**config.mk**
```make
export PLATFORM = sky130hd
export DESIGN_NAME = unified_mem_arbiter
export DESIGN_NICKNAME = d
export VERILOG_FILES = /design/src/rtl/unified_mem_arbiter_pkg.sv /design/src/rtl/unified_mem_arbiter_starve_counter.sv /design/src/rtl/unified_mem_arbiter.sv
export SDC_FILE = /design/constraint.sdc
export NUM_CORES = 1
export LEC_CHECK = 0
export ABC_AREA = 1
export CAP_MARGIN = 10
export CORE_UTILIZATION = 33
export CTS_CLUSTER_SIZE = 14
export DETAILED_ROUTE_END_ITERATION = 6
export GPL_TIMING_DRIVEN = 0
export PLACE_DENSITY = 0.81
export RECOVER_POWER = 50
export SLEW_MARGIN = 20
export SYNTH_ARGS = -nofsm -noshare
export SYNTH_HDL_FRONTEND = slang
export SYNTH_SLANG_ARGS = --single-unit
```
**constraint.sdc**
```tcl
create_clock -name clk -period 1.8 [get_ports clk]
set_clock_uncertainty 0.05 [all_clocks]
set_input_delay 0.36 -clock clk [delete_from_list [all_inputs] [get_ports clk]]
set_output_delay 0.36 -clock clk [all_outputs]
set_load 0.05 [all_outputs]
```
**src/rtl/unified_mem_arbiter_pkg.sv**
```systemverilog
// rtl/unified_mem_arbiter_pkg.sv - shared widths, response-owner type and word-address helpers
package unified_mem_arbiter_pkg;

    localparam int BW_DEFAULT = 32;
    localparam int AW_DEFAULT = 10;
    // Byte offset of the word address inside a byte address (32-bit words).
    localparam int BYTE_OFF   = 2;
    localparam int CNT_W      = 4;

    typedef enum logic [1:0] {
        OWN_NONE = 2'd0,
        OWN_IF   = 2'd1,
        OWN_MA   = 2'd2
    } resp_owner_e;

endpackage

```
**src/rtl/unified_mem_arbiter_starve_counter.sv**
```systemverilog
// rtl/unified_mem_arbiter_starve_counter.sv - saturating fetch-denial counter that forces fetch priority
module unified_mem_arbiter_starve_counter
    import unified_mem_arbiter_pkg::*;
#(
    parameter int MAX_WAIT = 3
) (
    input  logic             clk,
    input  logic             rst,
    input  logic             if_req,
    input  logic             if_gnt,
    output logic             force_if,
    output logic [CNT_W-1:0] wait_cnt
);

    logic [CNT_W-1:0] cnt_q;
    logic [CNT_W-1:0] cnt_d;

    always_comb begin
        cnt_d = cnt_q;
        if (!if_req || if_gnt) begin
            cnt_d = '0;
        end else if (cnt_q != CNT_W'(MAX_WAIT)) begin
            cnt_d = cnt_q + 1'b1;
        end
    end

    always_ff @(posedge clk or negedge rst) begin
        if (!rst) begin
            cnt_q <= '0;
        end else begin
            cnt_q <= cnt_d;
        end
    end

    assign force_if = (cnt_q == CNT_W'(MAX_WAIT));
    assign wait_cnt = cnt_q;

endmodule

```
**src/rtl/unified_mem_arbiter.sv**
```systemverilog
// rtl/unified_mem_arbiter.sv - single-port RAM arbiter between fetch and memory-access stages
module unified_mem_arbiter
    import unified_mem_arbiter_pkg::*;
#(
    parameter int BW       = BW_DEFAULT,
    parameter int AW       = AW_DEFAULT,
    parameter int MAX_WAIT = 3
) (
    input  logic          clk,
    input  logic          rst,
    input  logic          if_req,
    input  logic [BW-1:0] if_addr,
    output logic          if_gnt,
    output logic          if_rvalid,
    output logic [BW-1:0] if_rdata,
    input  logic          ma_req,
    input  logic          ma_we,
    input  logic [BW-1:0] ma_addr,
    input  logic [BW-1:0] ma_wdata,
    output logic          ma_gnt,
    output logic          ma_rvalid,
    output logic [BW-1:0] ma_rdata,
    output logic          ma_err,
    output logic          mem_en,
    output logic          mem_we,
    output logic [AW-1:0] mem_addr,
    output logic [BW-1:0] mem_wdata,
    input  logic [BW-1:0] mem_rdata,
    output logic          if_stall
);

    logic             force_if;
    logic [CNT_W-1:0] wait_cnt;
    logic             ma_wins;
    logic             if_wins;
    logic             ma_misaligned;

    resp_owner_e      resp_owner_q;
    resp_owner_e      resp_owner_d;
    logic             ma_err_q;
    logic             ma_err_d;
    logic [BW-1:0]    if_rdata_q;
    logic [BW-1:0]    if_rdata_d;
    logic [BW-1:0]    ma_rdata_q;
    logic [BW-1:0]    ma_rdata_d;

    // Upper address bits alias and fetch byte offset is ignored by design.
    logic unused_addr_bits;
    assign unused_addr_bits = ^{if_addr[BW-1:AW+BYTE_OFF], if_addr[BYTE_OFF-1:0],
                                ma_addr[BW-1:AW+BYTE_OFF], wait_cnt};

    unified_mem_arbiter_starve_counter #(
        .MAX_WAIT (MAX_WAIT)
    ) u_starve (
        .clk      (clk),
        .rst      (rst),
        .if_req   (if_req),
        .if_gnt   (if_gnt),
        .force_if (force_if),
        .wait_cnt (wait_cnt)
    );

    always_comb begin
        ma_wins       = ma_req && (!if_req || !force_if);
        if_wins       = if_req && !ma_wins;
        ma_misaligned = (ma_addr[BYTE_OFF-1:0] != '0);

        if_gnt   = if_wins;
        ma_gnt   = ma_wins;
        if_stall = if_req && !if_wins;

        // A misaligned data access still consumes the slot but never reaches the RAM.
        mem_en    = if_wins || (ma_wins && !ma_misaligned);
        mem_we    = ma_wins && ma_we && !ma_misaligned;
        mem_addr  = if_wins ? if_addr[BYTE_OFF +: AW] : ma_addr[BYTE_OFF +: AW];
        mem_wdata = ma_wdata;

        resp_owner_d = OWN_NONE;
        if (if_wins) begin
            resp_owner_d = OWN_IF;
        end else if (ma_wins && !ma_we && !ma_misaligned) begin
            resp_owner_d = OWN_MA;
        end
        ma_err_d = ma_wins && ma_misaligned;
    end

    always_comb begin
        if_rvalid  = (resp_owner_q == OWN_IF);
        ma_rvalid  = (resp_owner_q == OWN_MA);
        if_rdata_d = if_rvalid ? mem_rdata : if_rdata_q;
        ma_rdata_d = ma_rvalid ? mem_rdata : ma_rdata_q;
        if_rdata   = if_rdata_d;
        ma_rdata   = ma_rdata_d;
        ma_err     = ma_err_q;
    end

    always_ff @(posedge clk or negedge rst) begin
        if (!rst) begin
            resp_owner_q <= OWN_NONE;
            ma_err_q     <= 1'b0;
            if_rdata_q   <= '0;
            ma_rdata_q   <= '0;
        end else begin
            resp_owner_q <= resp_owner_d;
            ma_err_q     <= ma_err_d;
            if_rdata_q   <= if_rdata_d;
            ma_rdata_q   <= ma_rdata_d;
        end
    end

endmodule

```
==> flow_metrics.py <==
metrics = {
    "cells_and_area": {
        "final_area_um2": 7000,
        "fillers": 520,
        "n_antenna_cell": 0,
        "nets": 704,
        "most-common-layout-cells": "clkdlybuf4s50_1 (88), dfrtp_1 (70), buf_6 (67)",
        "final_common_cell": "clkdlybuf4s50_1",
        "stdcell_count": 683,
        "area_growth_pct": 128.8,
        "layout-drive-gt1-share": 0.5530,
    },
    "route": {
        "drc": 9,
        "drtIter0Drc": 77,
        "vias": 3174,
        "viasPerCell": 4.647,
        "drt_first_pass_iters": 7,
        "ant_nets": 0,
        "wl_mm": 11.55,
        "wire_per_inst_um": 16.91,
    },
    "yosys": {
        "ys_ff_latch": 71,
        "avgSynthCellArea_um2": 8.893,
        "syn-cell-area_um2": 3059,
        "synth.net_count": 478,
        "yosysTopAreaCell": "dfrtp_1",
        "synth_top_area_share": 0.5808,
        "synth.yosys.warnings": 0,
        "synth.distinct_cells": 16,
        "ys_top_cells_by_area": "dfrtp_1 (58%), nand2_1 (11%), o21ai_0 (11%)",
        "synth_cells": 344,
        "yosysSeqAreaShare": 0.5808,
    },
    "pwr": {
        "power_density_nw_per_um2": 983.4,
        "ir_drop_mv": 0.6568,
        "p_switching_w": 0.002826,
        "intPower_w": 0.004059,
        "p_seq_frac": 0.289,
        "clkPwrFrac": 0.208,
        "power_frac_comb": 0.504,
        "p_sw_frac": 0.4104,
        "power_leakage_nw": 3.283,
    },
    "setup_path": {
        "cp_slowest_cell": "dfrtp_1",
        "endpoint_kind": "output pin",
        "cpPeakStageDelay_ns": 0.40,
        "crit_type": "reg2out",
        "timing.critical_path.mode_cell": "buf_4",
        "path_cells": "ha_2, inv_2, nor2_4, nand2_2, nand2_4, buf_4, buf_4, o21ai_2, buf_6",
        "crit_fanout": 6,
        "worstPathRequired_ns": 1.39,
        "cp-start-kind": "flop",
        "worstPathArrival_ns": 1.79,
    },
    "placement": {
        "place_area_um2": 5421,
        "place_inst": 625,
        "place.gp.congestion": 0.7635,
        "place_ws_ns": -1.068,
        "hpwl_mm": 7.163,
        "numPortBuffers": 172,
    },
    "cts": {
        "cts_tree": "done",
        "cts_buffer_depth": 2,
        "cts.root.buffer_cell": "clkbuf_8",
        "cts_sinks": 71,
        "numCtsBuffers": 9,
        "clk_latency_ns": 0.34,
        "cts_htree_levels": 3,
        "clkSlewWorstSetupHoldPaths_ns": 0.08,
    },
    "die": {
        "io-pin-count": 247,
        "die_w_um": 98.28,
        "core_um2": 8848,
        "die_area_um2": 9659,
        "die_y_um": 98.28,
        "rows": 34,
        "start_util": 0.3457,
    },
    "timing": {
        "setup_viol": 79,
        "post-route-period-util": 1.224,
        "slew_headroom": 0.3594,
        "fmax_mhz": 453.7,
        "worst_slack_ns": -0.4041,
        "grt_setup_unrepaired": "yes",
        "slew_viol_final": 0,
        "worst_pin_slew_ns": 0.9608,
        "finalHoldViolCount": 0,
        "period_needed_ns": 2.204,
        "hold_ws_ns": 0.4512,
    },
    "outcome": {
        "violations": "design-rule violations, negative setup slack",
        "status": "finished with violations",
    },
    "global_routing": {
        "antenna_found_initial": 0,
        "grt_start_max_net_pins": 37,
        "grtUsageTotal": 0.2317,
        "grt_pass1_wl_mm": 17.33,
        "overflow": 0,
        "grt_pass1_vias": 3481,
    },
    "job": {
        "cap_violations": 0,
    },
    "hold_path": {
        "min_path_type": "reg2reg",
    },
}
==> state kept, by name, indices dropped and copies added, names as in the netlist <==
signal and count:
resp_owner_q 2, u_starve.wait_cnt 4, ma_err 1, ma_rdata_q 32
if_rdata_q 32
==> critical path: cells and delay by family (launching register included) <==
kind | cells | cell delay (ns)
compound gates | 1 | 0.11
buf+inv | 4 | 0.53
simple gates | 3 | 0.20
flops | 1 | 0.40
fa+ha+maj | 1 | 0.20
==> power by group through the flow <==
stage | clock network [W] | registers, W | logic (W)
floorplan | 0 | 0.00196 | 0.00193
global placement | 0 | 0.00196 | 0.00281
detailed placement | 0 | 0.00197 | 0.00285
CTS | 0.00145 | 0.00194 | 0.00324
global route | 0.00154 | 0.00202 | 0.00361
finish | 0.00143 | 0.00199 | 0.00347
==> synth_stat cells <==
| master | number |
|---|---|
| a21oi_1 | 1 |
| buf_2 | 7 |
| buf_4 | 33 |
| buf_6 | 1 |
| clkbuf_1 | 7 |
| dfrtp_1 | 71 |
| ha_1 | 1 |
| inv_1 | 42 |
| inv_2 | 1 |
| nand2_1 | 89 |
| nand2_2 | 2 |
| nand3_1 | 12 |
| nor2_1 | 10 |
| nor3_1 | 1 |
| o21ai_0 | 65 |
| xor2_1 | 1 |
==> timing repair <==
item | in CTS | in global routing
hold buffers | 1 | 0
endpoints found under the setup margin | 82 | 81
setup buffers | 14 | 20
pin swaps | 8 | 15
gates cloned | 5 | 4
hold endpoints to repair | 35 | 0
gates resized for setup | 655 | 102
==> kinds of logic (layout without fill, tap and decap cells) <==
kind of cell / after synthesis / after routing / share of synthesized area
and+or+nand+nor: 114 / 114 / 0.1468
buffers and inverters: 91 / 322 / 0.1575
DFF: 71 / 71 / 0.5808
AOI/OAI and AO/OA: 66 / 66 / 0.1080
adders and majority gates: 1 / 1 / 0.004089
xor gates and xnor gates: 1 / 1 / 0.002864
==> area by class of cell <==
cell class              count  area (µm²)  area share
plain buffers              46       484.2     0.06917
repair buffers            217        2462      0.3517
multi-input cells         182        1748      0.2497
clock inverters             5       81.33     0.01162
flip-flops and latches     71        1778      0.2540
clock buffers              11       141.4     0.02020
inverters                  43       170.2     0.02431
well taps                 108       135.1     0.01930
==> layer usage <==
metal	GRT usage	part of all wire
met1	0.2608	0.38
met2	0.4220	0.54
met3	0.07015	0.064
met4	0.06659	0.017
met5	0	0
==> metrics by stage <==
stage / power (W) / utilization / setup TNS (ns)
final: 0.006885 / 0.7911 / -18.51
after global routing: 0.007162 / 0.7911 / -25.17
after CTS: 0.006637 / 0.7262 / -19.16
after detailed placement: 0.004824 / 0.6127 / -52.68
after global placement: 0.004768 / 0.6107 / -196.58
after floorplan: 0.003883 / - / -6.095
==> final timing paths <==
check | startpoint | to | slack (ns) | cells past startpoint
min in group asynchronous | rst | if_rdata_q[11] | 0.66 | 2
worst min-delay path | ma_rdata_q[24] | ma_rdata_q[24] | 0.45 | 2
max in group asynchronous | rst | ma_rdata_q[22] | 0.33 | 3
worst min register to register | ma_rdata_q[24] | ma_rdata_q[24] | 0.45 | 2
worst max-delay path | u_starve.wait_cnt[1] | mem_en | -0.40 | 9
worst max register to register | u_starve.wait_cnt[1] | resp_owner_q[1] | 0.26 | 9
No activity file was read; power rests on OpenSTA's default activity.
